[config.mk]
export PLATFORM = sky130hd
export DESIGN_NAME = paging_tlb_flat
export DESIGN_NICKNAME = d
export VERILOG_FILES = /design/src/rtl/paging_pkg.sv /design/src/rtl/paging_tlb_if.sv /design/src/rtl/tlb_cam.sv /design/src/rtl/paging_tlb.sv /design/src/flat_wrapper.sv
export SDC_FILE = /design/constraint.sdc
export NUM_CORES = 1
export LEC_CHECK = 0
export CAP_MARGIN = 20
export CORE_MARGIN = 10
export CORE_UTILIZATION = 55
export CTS_CLUSTER_SIZE = 8
export DETAILED_ROUTE_END_ITERATION = 16
export PLACE_DENSITY = 0.8
export SYNTH_ARGS = -nofsm -noshare
export SYNTH_HDL_FRONTEND = slang
export SYNTH_SLANG_ARGS = --single-unit
[constraint.sdc]
create_clock -name clk -period 3.6 [get_ports clk]
set_input_delay 0.54 -clock clk [delete_from_list [all_inputs] [get_ports clk]]
set_output_delay 0.54 -clock clk [all_outputs]
set_load 0.05 [all_outputs]
[src/rtl/paging_pkg.sv]
// Shared types and helpers for the paging unit.
// Walker states, PTE bit positions and derived widths.
package paging_pkg;

    typedef enum logic [1:0] {
        S_IDLE,
        S_WALK,
        S_RESP
    } state_e;

    localparam int PTE_PRESENT = 0;
    localparam int PTE_SUP     = 1;

    function automatic int vpn_width(int va_w, int page_bits);
        return va_w - page_bits;
    endfunction

    function automatic int pfn_width(int pa_w, int page_bits);
        return pa_w - page_bits;
    endfunction

endpackage

[src/rtl/paging_tlb_if.sv]
// CPU request/response and PTE read port of the paging unit.
// master = CPU/memory side, slave = paging unit.
interface paging_tlb_if #(
    parameter int VA_W  = 16,
    parameter int PA_W  = 19,
    parameter int PTE_W = 16
);
    logic             req_valid;
    logic             req_ready;
    logic [VA_W-1:0]  req_vaddr;
    logic             resp_valid;
    logic [PA_W-1:0]  resp_paddr;
    logic             page_fault;
    logic             prot_fault;
    logic [VA_W-1:0]  fault_vaddr;
    logic             mem_rd_req;
    logic [PA_W-1:0]  mem_rd_addr;
    logic             mem_rd_ack;
    logic [PTE_W-1:0] mem_rd_data;

    modport master (
        output req_valid, req_vaddr, mem_rd_ack, mem_rd_data,
        input  req_ready, resp_valid, resp_paddr, page_fault,
        input  prot_fault, fault_vaddr, mem_rd_req, mem_rd_addr
    );

    modport slave (
        input  req_valid, req_vaddr, mem_rd_ack, mem_rd_data,
        output req_ready, resp_valid, resp_paddr, page_fault,
        output prot_fault, fault_vaddr, mem_rd_req, mem_rd_addr
    );
endinterface

[src/rtl/tlb_cam.sv]
// Fully associative TLB storage: parallel VPN match,
// victim selection (first free, else round-robin), flush/invalidate.
module tlb_cam #(
    parameter int VPN_W   = 5,
    parameter int PFN_W   = 8,
    parameter int ENTRIES = 8
) (
    input  logic             clk,
    input  logic             reset,
    input  logic [VPN_W-1:0] lookup_vpn_i,
    output logic             hit_o,
    output logic [PFN_W-1:0] hit_pfn_o,
    output logic             hit_sup_o,
    input  logic             flush_i,
    input  logic             inv_valid_i,
    input  logic [VPN_W-1:0] inv_vpn_i,
    input  logic             fill_i,
    input  logic [VPN_W-1:0] fill_vpn_i,
    input  logic [PFN_W-1:0] fill_pfn_i,
    input  logic             fill_sup_i
);
    localparam int IDX_W = $clog2(ENTRIES);

    logic [ENTRIES-1:0] valid_q;
    logic [VPN_W-1:0]   vpn_q [ENTRIES];
    logic [PFN_W-1:0]   pfn_q [ENTRIES];
    logic               sup_q [ENTRIES];
    logic [IDX_W-1:0]   rr_q;
    logic [IDX_W-1:0]   victim;
    logic               full;

    always_comb begin
        hit_o     = 1'b0;
        hit_pfn_o = '0;
        hit_sup_o = 1'b0;
        for (int i = 0; i < ENTRIES; i++) begin
            if (valid_q[i] && vpn_q[i] == lookup_vpn_i) begin
                hit_o     = 1'b1;
                hit_pfn_o = hit_pfn_o | pfn_q[i];
                hit_sup_o = hit_sup_o | sup_q[i];
            end
        end
    end

    always_comb begin
        victim = rr_q;
        full   = 1'b1;
        for (int i = ENTRIES - 1; i >= 0; i--) begin
            if (!valid_q[i]) begin
                victim = IDX_W'(i);
                full   = 1'b0;
            end
        end
    end

    always_ff @(posedge clk) begin
        if (reset) begin
            valid_q <= '0;
            rr_q    <= '0;
        end else begin
            if (fill_i) begin
                valid_q[victim] <= 1'b1;
                if (full) rr_q <= rr_q + IDX_W'(1);
            end
            if (flush_i) begin
                valid_q <= '0;
            end else if (inv_valid_i) begin
                // the slot being overwritten this cycle must keep its new fill
                for (int i = 0; i < ENTRIES; i++) begin
                    if (valid_q[i] && vpn_q[i] == inv_vpn_i &&
                        !(fill_i && IDX_W'(i) == victim))
                        valid_q[i] <= 1'b0;
                end
            end
        end
    end

    always_ff @(posedge clk) begin
        if (fill_i) begin
            vpn_q[victim] <= fill_vpn_i;
            pfn_q[victim] <= fill_pfn_i;
            sup_q[victim] <= fill_sup_i;
        end
    end

endmodule

[src/rtl/paging_tlb.sv]
// Paging unit: TLB lookup plus page-table walker between MAR and RAM.
// Misses read one PTE from RAM; faults capture the virtual address.
module paging_tlb
    import paging_pkg::*;
#(
    parameter int VA_W      = 16,
    parameter int PA_W      = 19,
    parameter int PAGE_BITS = 11,
    parameter int ENTRIES   = 8,
    parameter int PTE_W     = 16
) (
    input  logic                         clk,
    input  logic                         reset,
    input  logic                         paging_en,
    input  logic                         user_mode,
    input  logic [PA_W-1:0]              ptb,
    input  logic                         flush,
    input  logic                         inv_valid,
    input  logic [VA_W-PAGE_BITS-1:0]    inv_vpn,
    paging_tlb_if.slave                  bus
);
    localparam int VPN_W     = vpn_width(VA_W, PAGE_BITS);
    localparam int PFN_W     = pfn_width(PA_W, PAGE_BITS);
    localparam int PTE_BYTES = PTE_W / 8;

    state_e          state_q;
    logic            ready_q;
    logic            resp_valid_q;
    logic            pf_q;
    logic            prf_q;
    logic [PA_W-1:0] paddr_q;
    logic [VA_W-1:0] fva_q;
    logic            rd_req_q;
    logic [PA_W-1:0] rd_addr_q;
    logic            discard_q;
    logic [VA_W-1:0] vaddr_q;

    logic [VPN_W-1:0] req_vpn;
    logic [VPN_W-1:0] walk_vpn;
    logic [PA_W-1:0]  pte_addr;
    logic [PFN_W-1:0] pte_pfn;
    logic             pte_present;
    logic             pte_sup;
    logic             inv_hit;
    logic             fill_en;
    logic             hit;
    logic [PFN_W-1:0] hit_pfn;
    logic             hit_sup;
    logic             unused_pte;

    assign req_vpn     = bus.req_vaddr[VA_W-1 -: VPN_W];
    assign walk_vpn    = vaddr_q[VA_W-1 -: VPN_W];
    assign pte_addr    = ptb + PA_W'(req_vpn) * PA_W'(PTE_BYTES);
    assign pte_pfn     = bus.mem_rd_data[PTE_W-1 -: PFN_W];
    assign pte_present = bus.mem_rd_data[PTE_PRESENT];
    assign pte_sup     = bus.mem_rd_data[PTE_SUP];
    assign unused_pte  = ^bus.mem_rd_data;
    assign inv_hit     = inv_valid && inv_vpn == walk_vpn;
    // a flush or invalidate seen at any point of the walk voids the fill
    assign fill_en     = state_q == S_WALK && bus.mem_rd_ack && pte_present &&
                         !(discard_q || flush || inv_hit);

    tlb_cam #(
        .VPN_W   (VPN_W),
        .PFN_W   (PFN_W),
        .ENTRIES (ENTRIES)
    ) u_cam (
        .clk          (clk),
        .reset        (reset),
        .lookup_vpn_i (req_vpn),
        .hit_o        (hit),
        .hit_pfn_o    (hit_pfn),
        .hit_sup_o    (hit_sup),
        .flush_i      (flush),
        .inv_valid_i  (inv_valid),
        .inv_vpn_i    (inv_vpn),
        .fill_i       (fill_en),
        .fill_vpn_i   (walk_vpn),
        .fill_pfn_i   (pte_pfn),
        .fill_sup_i   (pte_sup)
    );

    always_ff @(posedge clk) begin
        if (reset) begin
            state_q      <= S_IDLE;
            ready_q      <= 1'b1;
            resp_valid_q <= 1'b0;
            pf_q         <= 1'b0;
            prf_q        <= 1'b0;
            paddr_q      <= '0;
            fva_q        <= '0;
            rd_req_q     <= 1'b0;
            rd_addr_q    <= '0;
            discard_q    <= 1'b0;
            vaddr_q      <= '0;
        end else begin
            unique case (state_q)
                S_IDLE: begin
                    if (bus.req_valid) begin
                        ready_q   <= 1'b0;
                        vaddr_q   <= bus.req_vaddr;
                        discard_q <= 1'b0;
                        if (!paging_en) begin
                            paddr_q      <= PA_W'(bus.req_vaddr);
                            pf_q         <= 1'b0;
                            prf_q        <= 1'b0;
                            resp_valid_q <= 1'b1;
                            state_q      <= S_RESP;
                        end else if (hit) begin
                            paddr_q      <= {hit_pfn, bus.req_vaddr[PAGE_BITS-1:0]};
                            pf_q         <= 1'b0;
                            prf_q        <= user_mode & hit_sup;
                            if (user_mode & hit_sup) fva_q <= bus.req_vaddr;
                            resp_valid_q <= 1'b1;
                            state_q      <= S_RESP;
                        end else begin
                            rd_req_q  <= 1'b1;
                            rd_addr_q <= pte_addr;
                            state_q   <= S_WALK;
                        end
                    end
                end
                S_WALK: begin
                    if (flush || inv_hit) discard_q <= 1'b1;
                    if (bus.mem_rd_ack) begin
                        rd_req_q     <= 1'b0;
                        resp_valid_q <= 1'b1;
                        paddr_q      <= {pte_pfn, vaddr_q[PAGE_BITS-1:0]};
                        pf_q         <= !pte_present;
                        prf_q        <= pte_present & user_mode & pte_sup;
                        if (!pte_present || (user_mode && pte_sup))
                            fva_q <= vaddr_q;
                        state_q      <= S_RESP;
                    end
                end
                S_RESP: begin
                    resp_valid_q <= 1'b0;
                    pf_q         <= 1'b0;
                    prf_q        <= 1'b0;
                    ready_q      <= 1'b1;
                    state_q      <= S_IDLE;
                end
                default: state_q <= S_IDLE;
            endcase
        end
    end

    assign bus.req_ready   = ready_q;
    assign bus.resp_valid  = resp_valid_q;
    assign bus.resp_paddr  = paddr_q;
    assign bus.page_fault  = pf_q;
    assign bus.prot_fault  = prf_q;
    assign bus.fault_vaddr = fva_q;
    assign bus.mem_rd_req  = rd_req_q;
    assign bus.mem_rd_addr = rd_addr_q;

endmodule

[src/flat_wrapper.sv]
// flat-port wrapper written by rule: the top's interface ports become plain ports
module paging_tlb_flat import paging_pkg::*;
#(
    parameter int VA_W      = 16,
    parameter int PA_W      = 19,
    parameter int PAGE_BITS = 11,
    parameter int ENTRIES   = 8,
    parameter int PTE_W     = 16
)
  (clk, reset, paging_en, user_mode, ptb, flush, inv_valid, inv_vpn, bus_req_valid, bus_req_vaddr, bus_mem_rd_ack, bus_mem_rd_data, bus_req_ready, bus_resp_valid, bus_resp_paddr, bus_page_fault, bus_prot_fault, bus_fault_vaddr, bus_mem_rd_req, bus_mem_rd_addr);
  paging_tlb_if #(.VA_W(VA_W), .PA_W(PA_W), .PTE_W(PTE_W)) bus_i ();
  input  logic clk;
  input  logic reset;
  input  logic paging_en;
  input  logic user_mode;
  input  logic [PA_W-1:0] ptb;
  input  logic flush;
  input  logic inv_valid;
  input  logic [VA_W-PAGE_BITS-1:0] inv_vpn;
  input wire logic [$bits(bus_i.req_valid)-1:0] bus_req_valid;
  input wire logic [$bits(bus_i.req_vaddr)-1:0] bus_req_vaddr;
  input wire logic [$bits(bus_i.mem_rd_ack)-1:0] bus_mem_rd_ack;
  input wire logic [$bits(bus_i.mem_rd_data)-1:0] bus_mem_rd_data;
  output wire logic [$bits(bus_i.req_ready)-1:0] bus_req_ready;
  output wire logic [$bits(bus_i.resp_valid)-1:0] bus_resp_valid;
  output wire logic [$bits(bus_i.resp_paddr)-1:0] bus_resp_paddr;
  output wire logic [$bits(bus_i.page_fault)-1:0] bus_page_fault;
  output wire logic [$bits(bus_i.prot_fault)-1:0] bus_prot_fault;
  output wire logic [$bits(bus_i.fault_vaddr)-1:0] bus_fault_vaddr;
  output wire logic [$bits(bus_i.mem_rd_req)-1:0] bus_mem_rd_req;
  output wire logic [$bits(bus_i.mem_rd_addr)-1:0] bus_mem_rd_addr;
  assign bus_i.req_valid = bus_req_valid;
  assign bus_i.req_vaddr = bus_req_vaddr;
  assign bus_i.mem_rd_ack = bus_mem_rd_ack;
  assign bus_i.mem_rd_data = bus_mem_rd_data;
  assign bus_req_ready = bus_i.req_ready;
  assign bus_resp_valid = bus_i.resp_valid;
  assign bus_resp_paddr = bus_i.resp_paddr;
  assign bus_page_fault = bus_i.page_fault;
  assign bus_prot_fault = bus_i.prot_fault;
  assign bus_fault_vaddr = bus_i.fault_vaddr;
  assign bus_mem_rd_req = bus_i.mem_rd_req;
  assign bus_mem_rd_addr = bus_i.mem_rd_addr;
  paging_tlb #(.VA_W(VA_W), .PA_W(PA_W), .PAGE_BITS(PAGE_BITS), .ENTRIES(ENTRIES), .PTE_W(PTE_W)) u_core (.clk(clk), .reset(reset), .paging_en(paging_en), .user_mode(user_mode), .ptb(ptb), .flush(flush), .inv_valid(inv_valid), .inv_vpn(inv_vpn), .bus(bus_i));
endmodule
==> results.py, run 1 <==
metrics = {
    "power_and_ir_drop": {
        "p_leak_nw": 4.19,
        "peakVddDrop_mv": 0.405,
        "p_per_area_nw_per_um2": 516,
    },
    "worst_setup_path": {
        "cp-end-kind": "flip-flop",
        "worstPathArrival_ns": 3.32,
        "r2r_end": "u_core.bus.fault_vaddr[6]",
        "cp_cell_sequence": "clkdlybuf4s50_1 > buf_4 > xnor2_1 > nand4_1 > nor2_1 > a2111oi_2 > a31o_1 > a21o_1 > mux2_2",
        "worstPathMaxFanout": 12,
        "critPathLaunchType": "input port",
        "critPathSlowestCell": "clkdlybuf4s50_1",
        "r2r_start": "u_core.u_cam.vpn_q[7][1]",
        "r2r_cells": 7,
        "cp.required_ns": 4.01,
        "crit_type": "in -> reg",
        "rrSetupSlack_ns": 0.97,
        "slowest_delay_ns": 0.64,
        "cp-startpoint": "bus_req_vaddr[14]",
        "endpoint": "u_core.bus.fault_vaddr[6]",
    },
    "grt": {
        "grt_pass1_wl_um": 38300,
        "grt-ovfl-total": 0,
        "grt_util_all_layers_pct": 21.6,
        "grt_pass1_vias": 6892,
        "grt_max_degree": 70,
        "antenna_found_initial": 0,
    },
    "logic_synthesis": {
        "synth_top_area_share_pct": 36.3,
        "ys_types": 72,
        "synth_common_cells": "edfxtp_1 (112), nor2_1 (92), dfxtp_1 (89)",
        "synth_most_common_cell": "edfxtp_1",
        "yosysWarnings": 0,
        "synthCells": 807,
        "synth_area_leader_cell": "edfxtp_1",
        "ys.flop_type": "edfxtp_1",
        "synth-seq-cells": 201,
        "netlist_area_um2": 9260,
        "syn_avg_cell_area_um2": 11.5,
        "synth-edff-count": 112,
        "yosysSeqAreaShare_pct": 55.6,
        "ys_top_cells_by_area": "edfxtp_1 (36%), dfxtp_1 (19%), xnor2_1 (4.8%)",
        "async_flop_share_pct": 0,
        "syn_nets": 882,
    },
    "sta": {
        "fmax_ghz": 0.344,
        "rsz0062_at_grt": "false",
        "worstMarginPinSlew_ns": 0.777,
        "skew_ns": 0.0183,
        "hold_ws_ns": 0.455,
        "drv_slew": 0,
        "hold_violations": 0,
        "tns_ns": 0,
        "setup_viol": 0,
        "min_period_ns": 2.91,
        "slew_headroom_pct": 48.2,
        "post-route-period-util_pct": 80.7,
    },
    "floorplan": {
        "fp-row-count": 47,
        "dieHeight_um": 150,
        "dieWidth_um": 150,
        "core-area_um2": 16500,
        "die-area_um2": 22400,
        "ios": 123,
        "start_util_pct": 56.0,
    },
    "detailed_routing": {
        "antenna_left": 0,
        "vias": 6897,
        "drc": 0,
        "wl_per_cell_um": 20.6,
        "first_pass_iters": 9,
        "via_per_inst": 5.73,
        "routed_wl_um": 24800,
        "detail_route.iter0.violations": 617,
    },
    "placement": {
        "place_congestion": 0.880,
        "port_buffers": 116,
        "place_area_um2": 10900,
        "place_hpwl_um": 17100,
    },
    "cts": {
        "insertion_delay_ns": 0.54,
        "clk_pin_slew_ns": 0.05,
        "cts.sinks": 201,
        "post-cts-setup-buffer-count": 0,
        "ctsHoldBuffers": 0,
        "cts_buffers": 29,
        "cts_root_buffer": "clkbuf_16",
        "htreeDepth": 1,
        "cts_buffer_depth": 3,
        "cts_resized": 0,
        "tritoncts": "yes",
    },
    "cells_and_area": {
        "drive_above_1_share_pct": 13.5,
        "area_growth_pct": 26.6,
        "n_antenna_cell": 0,
        "final_area_um2": 11700,
        "nets": 1040,
    },
    "run_status": {
        "outcome": "completed",
    },
    "worst_hold_path": {
        "hold_class": "reg -> reg",
    },
    "run": {
        "drv_cap": 0,
    },
}
## flip-flops by register name (all words and copies together), names as in the netlist, 2 cells and up
signal and count:
u_core.u_cam.pfn_q 64, u_core.u_cam.vpn_q 40, u_core.bus.mem_rd_addr 19, u_core.bus.resp_paddr 19
u_core.bus.fault_vaddr 16, u_core.vaddr_q 16, u_core.u_cam.sup_q 8, u_core.u_cam.valid_q 8
u_core.u_cam.rr_q 3, u_core.state_q 2
## how the worst min path moves through the flow
stage	slack, ns	start	to	cells past startpoint
2_1_floorplan	0.44	u_core.vaddr_q[0]	u_core.vaddr_q[0]	2
3_3_place_gp	0.44	u_core.vaddr_q[1]	u_core.vaddr_q[1]	2
3_5_place_dp	0.45	u_core.vaddr_q[7]	u_core.vaddr_q[7]	2
4_1_cts	0.46	u_core.vaddr_q[2]	u_core.vaddr_q[2]	2
5_1_grt	0.47	u_core.vaddr_q[9]	u_core.vaddr_q[9]	2
6_report	0.46	u_core.vaddr_q[2]	u_core.vaddr_q[2]	2
## area by class of cell
cell class                 instances  area (µm²)
fill                            1152        4810
clock buffer                      48         797
timing repair buffer             171        1620
inverter                          15        56.3
multi-input combinational        547        3790
clock inverter                     2        28.8
sequential                       201        5140
tap                              220         275
## report_power, final
part / leakage (nW) / internal, mW / switching (mW)
clock network: 0.394 / 1.49 / 0.961
registers: 1.75 / 2.52 / 0.0525
logic: 2.04 / 0.388 / 0.632
## cells in the final DEF, fill, tap and decap left out, types with 11 or more instances in the layout
master | netlist | layout
nor2b_1 | 11 | 11
clkbuf_1 | 18 | 19
edfxtp_1 | 112 | 112
a21oi_1 | 28 | 28
a22oi_1 | 24 | 24
buf_4 | 3 | 52
o21ai_0 | 11 | 11
nand4_1 | 15 | 15
inv_1 | 15 | 15
a211oi_1 | 18 | 18
xor2_1 | 47 | 47
clkbuf_16 | 0 | 29
dfxtp_1 | 89 | 89
xnor2_1 | 51 | 51
nor2_1 | 92 | 92
clkdlybuf4s50_1 | 0 | 115
nand3_1 | 26 | 26
mux2i_1 | 26 | 26
nand2_1 | 67 | 67
## metal layers
layer / vias up / GRT usage (%) / part of all wire [%]
li1: 3228 / - / -
met1: 3324 / 26.8 / 40
met2: 284 / 35.5 / 49
met3: 61 / 5.34 / 8.0
met4: 0 / 8.45 / 3.2
met5: - / 0 / 0
## metrics by stage
stage	util, %	cells	power (mW)	worst slack [ns]
6_report	70.9	1204	6.04	0.693
5_1_grt	70.9	1204	6.23	0.536
4_1_cts	70.9	1204	6.07	0.694
3_5_place_dp	65.9	1154	3.63	0.164
3_3_place_gp	65.9	1154	3.61	0.212
2_1_floorplan	-	807	3.26	0.918
## cells by family (layout without fill, tap and decap cells)
kind of cell / after synthesis / in the layout / share of synthesized area (%)
adder cells (fa/ha/maj): 11 / 11 / 1.57
multiplexers: 41 / 41 / 4.84
flip-flops: 201 / 201 / 55.6
XOR/XNOR: 102 / 102 / 10.1
buffers and inverters: 59 / 236 / 3.59
AND/OR/NAND/NOR: 261 / 261 / 13.6
AO/OA/AOI/OAI: 132 / 132 / 10.8
## worst max-delay path: cells and delay by family
| family | cells | cell delay (ns) |
|---|---|---|
| buf+inv | 2 | 0.88 |
| simple gates | 2 | 0.31 |
| xor+xnor | 1 | 0.10 |
| mux | 1 | 0.41 |
| compound gates | 3 | 1.05 |
Note: power is estimated with default switching activity, not from simulation.
==> run 2, diff against run 1 <==
==> constraint.sdc (replaced) <==
create_clock -name clk -period 2.7 [get_ports clk]
set_input_delay 0.405 -clock clk [delete_from_list [all_inputs] [get_ports clk]]
set_output_delay 0.405 -clock clk [all_outputs]
set_load 0.05 [all_outputs]
==> results.py, run 2 (synthesized netlist as in run 1, its figures left out) <==
metrics = {
    "cts": {
        "cts.sinks": 201,
        "cts_root_buffer": "clkbuf_16",
        "cts_resized": 0,
        "insertion_delay_ns": 0.54,
        "ctsHoldBuffers": 0,
        "post-cts-setup-buffer-count": 0,
        "clk_pin_slew_ns": 0.06,
        "cts_buffer_depth": 3,
        "htreeDepth": 1,
        "cts_buffers": 29,
        "tritoncts": "yes",
    },
    "sta": {
        "min_period_ns": 2.52,
        "hold_violations": 0,
        "drv_slew": 0,
        "rsz0062_at_grt": "false",
        "worstMarginPinSlew_ns": 0.767,
        "setup_viol": 0,
        "post-route-period-util_pct": 93.2,
        "hold_ws_ns": 0.365,
        "skew_ns": 0.0268,
        "fmax_ghz": 0.397,
        "slew_headroom_pct": 48.8,
    },
    "floorplan": {
        "fp-row-count": 47,
        "core-area_um2": 16500,
        "ios": 123,
        "dieHeight_um": 150,
        "dieWidth_um": 150,
        "start_util_pct": 56.0,
        "die-area_um2": 22400,
    },
    "cells_and_area": {
        "utilization_pct": 73.3,
        "area_growth_pct": 30.8,
        "drive_above_1_share_pct": 16.8,
        "fillerInstances": 1111,
        "final_common_cell": "clkdlybuf4s50_1",
        "final_cell_mix": "clkdlybuf4s50_1 (115), edfxtp_1 (112), nor2_1 (92)",
        "n_antenna_cell": 0,
        "largest-register": "u_core.u_cam.pfn_q",
        "largest_register_ffs": 64,
        "nets": 1078,
        "final_area_um2": 12100,
        "biggestRegsByFlops": "u_core.u_cam.pfn_q (64), u_core.u_cam.vpn_q (40)",
    },
    "grt": {
        "grt_util_all_layers_pct": 22.8,
        "antenna_found_initial": 0,
        "grt_pass1_wl_um": 40500,
        "grt_pass1_vias": 7204,
        "grt_max_degree": 64,
        "grt-ovfl-total": 0,
    },
    "worst_setup_path": {
        "r2r_cells": 8,
        "r2r_start": "u_core.u_cam.vpn_q[7][3]",
        "rrSetupSlack_ns": 0.32,
        "worstPathMaxFanout": 16,
        "cp.required_ns": 3.13,
        "cp-startpoint": "bus_req_vaddr[15]",
        "cp-end-kind": "flip-flop",
        "critPathLaunchType": "input port",
        "worstPathArrival_ns": 2.95,
        "crit_type": "in -> reg",
        "r2r_end": "u_core.bus.fault_vaddr[4]",
    },
    "detailed_routing": {
        "first_pass_iters": 5,
        "drc": 0,
        "routed_wl_um": 25900,
        "wl_per_cell_um": 20.9,
        "vias": 7189,
        "antenna_left": 0,
        "detail_route.iter0.violations": 694,
        "via_per_inst": 5.80,
    },
    "power_and_ir_drop": {
        "p_total_mw": 8.09,
        "peakVddDrop_mv": 0.563,
        "p_leak_nw": 4.39,
        "p_per_area_nw_per_um2": 668,
    },
    "worst_hold_path": {
        "min_to": "u_core.u_cam.rr_q[2]",
        "whs_path_depth": 2,
        "hp-start": "reset",
        "hold_class": "in -> reg",
    },
    "run": {
        "drv_cap": 0,
    },
    "placement": {
        "place_hpwl_um": 17900,
        "place_area_um2": 11300,
        "port_buffers": 116,
        "place_congestion": 0.887,
    },
    "run_status": {
        "outcome": "completed",
    },
}
[run 2: cell count changes in the layout (fill, tap and decap cells not counted), sizes merged]
cell / before / now
clkbuf: 48 / 46
buf: 56 / 94
[run 2: how the worst max path moves through the flow]
| stage | to | slack (ns) | cells after the start |
|---|---|---|---|
| 3_3_place_gp | u_core.bus.resp_paddr[2] | -0.22 | 11 |
| 6_report | u_core.bus.resp_paddr[2] | 0.18 | 11 |
| 2_1_floorplan | u_core.u_cam.pfn_q[6][0] | 0.02 | 7 |
| 3_5_place_dp | u_core.bus.resp_paddr[14] | -0.27 | 11 |
| 5_1_grt | u_core.bus.resp_paddr[17] | 0.03 | 11 |
| 4_1_cts | u_core.bus.resp_paddr[0] | 0.24 | 11 |
[run 2: layout make-up]
class	instances	area, µm²	area share [%]
sequential	201	5140	42.5
inverter	15	56.3	0.465
clock buffer	46	790	6.52
multi-input combinational	547	3790	31.3
tap	220	275	2.27
timing repair buffer	209	2030	16.8
clock inverter	2	17.5	0.145
[run 2: critical path: stages]
cell and delay [ns]:
clkdlybuf4s50_1 0.46, buf_4 0.16, buf_4 0.18, xnor2_1 0.13
nand4_1 0.17, nor2_2 0.30, nor3_2 0.15, a311oi_4 0.41
buf_4 0.29, nor2_1 0.07, a211oi_1 0.20
[run 2: metal layers]
layer  vias to the layer above  track usage [%]  wire length, µm
met4                         0             7.14              647
met2                       350             38.3            12800
met5                         -                0                0
li1                       3300                -                -
met3                        56             4.41             2360
met1                      3483             29.0            10100
[run 2: per-stage QoR]
stage | cells | setup TNS (ns) | setup slack (ns)
floorplan | 807 | 0 | 0.0182
global placement | 1192 | -8.48 | -0.225
detailed placement | 1192 | -11.31 | -0.275
CTS | 1240 | 0 | 0.244
global route | 1240 | 0 | 0.0287
finish | 1240 | 0 | 0.184
[run 2: where the power goes]
group	switching [mW]	leakage, nW	internal (mW)
sequential	0.0686	1.75	3.36
clock	1.27	0.386	1.97
combinational	0.867	2.26	0.567
==> run 3, diff against run 2 <==
--- a/config.mk
+++ b/config.mk
@@ -7,10 +7,11 @@
 export LEC_CHECK = 0
 export CAP_MARGIN = 20
 export CORE_MARGIN = 10
-export CORE_UTILIZATION = 55
+export CORE_UTILIZATION = 50
+export CTS_CLUSTER_DIAMETER = 40
 export CTS_CLUSTER_SIZE = 8
 export DETAILED_ROUTE_END_ITERATION = 16
-export PLACE_DENSITY = 0.8
+export PLACE_DENSITY = 0.76
 export SYNTH_ARGS = -nofsm -noshare
 export SYNTH_HDL_FRONTEND = slang
 export SYNTH_SLANG_ARGS = --single-unit
==> constraint.sdc (replaced) <==
create_clock -name clk -period 2.3 [get_ports clk]
set_input_delay 0.345 -clock clk [delete_from_list [all_inputs] [get_ports clk]]
set_output_delay 0.345 -clock clk [all_outputs]
set_load 0.05 [all_outputs]
==> results.py, run 3 (synthesized netlist as in run 1, its figures left out) <==
metrics = {
    "sta": {
        "fmax_ghz": 0.415,
        "min_period_ns": 2.41,
        "hold_violations": 0,
        "hold_ws_ns": 0.336,
        "slew_headroom_pct": 62.3,
        "skew_ns": 0.0275,
        "tns_ns": -2.76,
        "rsz0062_at_grt": "true",
        "setup_viol": 52,
        "post-route-period-util_pct": 105,
        "drv_slew": 0,
        "worst_slack_ns": -0.107,
        "worstMarginPinSlew_ns": 0.563,
    },
    "cells_and_area": {
        "final_area_um2": 13500,
        "seqCellArea_um2": 5140,
        "final_cell_mix": "buf_4 (123), edfxtp_1 (112), clkdlybuf4s50_1 (110)",
        "area_growth_pct": 45.4,
        "nets": 1150,
        "drive_above_1_share_pct": 28.7,
        "largest_register_ffs": 64,
        "fillerInstances": 1063,
        "biggestRegsByFlops": "u_core.u_cam.pfn_q (64), u_core.u_cam.vpn_q (40)",
        "final_common_cell": "buf_4",
        "largest-register": "u_core.u_cam.pfn_q",
        "n_antenna_cell": 0,
        "multiInputGateArea_um2": 4150,
    },
    "worst_setup_path": {
        "cp-end-kind": "flip-flop",
        "r2r_cells": 9,
        "worstPathMaxFanout": 8,
        "critPathLaunchType": "flip-flop",
        "cp.required_ns": 2.67,
        "crit_type": "reg -> reg",
        "worstPathArrival_ns": 2.77,
    },
    "floorplan": {
        "die-area_um2": 24400,
        "dieWidth_um": 156,
        "ios": 123,
        "start_util_pct": 51.2,
        "dieHeight_um": 156,
        "core-area_um2": 18100,
        "fp-row-count": 49,
    },
    "cts": {
        "tritoncts": "yes",
        "htreeDepth": 2,
        "cts_buffer_depth": 3,
        "insertion_delay_ns": 0.51,
        "cts_root_buffer": "clkbuf_16",
        "clk_pin_slew_ns": 0.05,
        "cts.sinks": 201,
        "cts_buffers": 34,
        "ctsHoldBuffers": 0,
    },
    "grt": {
        "antenna_found_initial": 0,
        "grt_pass1_vias": 7784,
        "grt_max_degree": 37,
        "grt_pass1_wl_um": 44500,
        "grt-ovfl-total": 0,
        "grt_util_all_layers_pct": 23.3,
    },
    "detailed_routing": {
        "detail_route.iter0.violations": 855,
        "routed_wl_um": 31000,
        "met3_length_um": 2770,
        "via_per_inst": 6.01,
        "highest_layer": "met4",
        "wl_per_cell_um": 23.3,
        "antenna_left": 0,
        "wl_met1_um": 11900,
        "met2_length_um": 15200,
        "drc": 0,
        "first_pass_iters": 5,
        "vias": 7974,
    },
    "placement": {
        "place_hpwl_um": 18900,
        "place_congestion": 0.924,
        "place_area_um2": 11500,
        "port_buffers": 116,
    },
    "power_and_ir_drop": {
        "p_leak_nw": 5.02,
        "peakVddDrop_mv": 0.671,
        "p_per_area_nw_per_um2": 793,
    },
    "worst_hold_path": {
        "whs_path_depth": 2,
        "hold_class": "in -> reg",
    },
    "run": {
        "drv_cap": 0,
    },
    "run_status": {
        "violations": "setup timing",
        "outcome": "finished with violations",
    },
}
## run 3: changes by cell type in the layout (fill, tap and decap cells not counted), sizes merged
cell | previous run | this run
buf | 94 | 156
clkbuf | 46 | 55
clkdlybuf4s50 | 115 | 110
dlygate4sd2 | 0 | 5
clkinvlp | 0 | 3
bufbuf | 0 | 1
bufinv | 0 | 1
clkinv | 1 | 2
inv | 16 | 17
## run 3: area by class of cell
class                           instances  area share (%)
Multi-Input combinational cell        547            30.9
Timing Repair Buffer                  276            20.8
Clock buffer                           51            6.94
Sequential cell                       201            38.2
Inverter                               15           0.418
Clock inverter                          8           0.679
Tap cell                              229            2.13
## run 3: per-layer routing
metal  up-vias  global-route usage, %
li1       3466                      -
met1      3950                   28.8
met2       471                   38.1
met3        87                   5.18
met4         0                   10.6
met5         -                      0
## run 3: final timing paths
kind | startpoint | to | slack [ns]
worst min register to register | u_core.vaddr_q[10] | u_core.vaddr_q[10] | 0.45
worst min-delay path | reset | u_core.vaddr_q[1] | 0.34
worst max-delay path | u_core.u_cam.vpn_q[7][1] | u_core.bus.mem_rd_addr[3] | -0.11
worst max register to register | u_core.u_cam.vpn_q[7][1] | u_core.bus.mem_rd_addr[3] | -0.11
## run 3: power breakdown
group | switching (mW) | leakage, nW | internal (mW)
combinational | 1.16 | 2.78 | 0.853
clock | 1.69 | 0.486 | 2.92
sequential | 0.107 | 1.75 | 3.94
## run 3: what timing repair did
item,CTS,global route
endpoints found under the setup margin,72,172
setup buffers,26,18
pin swaps,16,42
gates cloned,3,4
gates resized for setup,31,66
## run 3: worst max-delay path, cell delays in order (launching register included)
cell and delay, ns:
edfxtp_1 0.42, xor2_1 0.19, nor4_1 0.08, and3_2 0.24, buf_6 0.13, nor4_4 0.42
and3_4 0.36, clkbuf_16 0.19, mux2i_1 0.19, nor2_1 0.06
## run 3: metrics by stage
step           worst slack (ns)  std cells  util, %  total power, mW
4_1_cts                 -0.0526       1306     71.8             10.5
5_1_grt                  -0.202       1327     74.4             10.9
6_report                 -0.107       1327     74.4             10.7
2_1_floorplan           0.00872        807        -             5.11
3_3_place_gp             -0.654       1218     63.7             5.79
3_5_place_dp             -0.666       1218     63.7             5.81
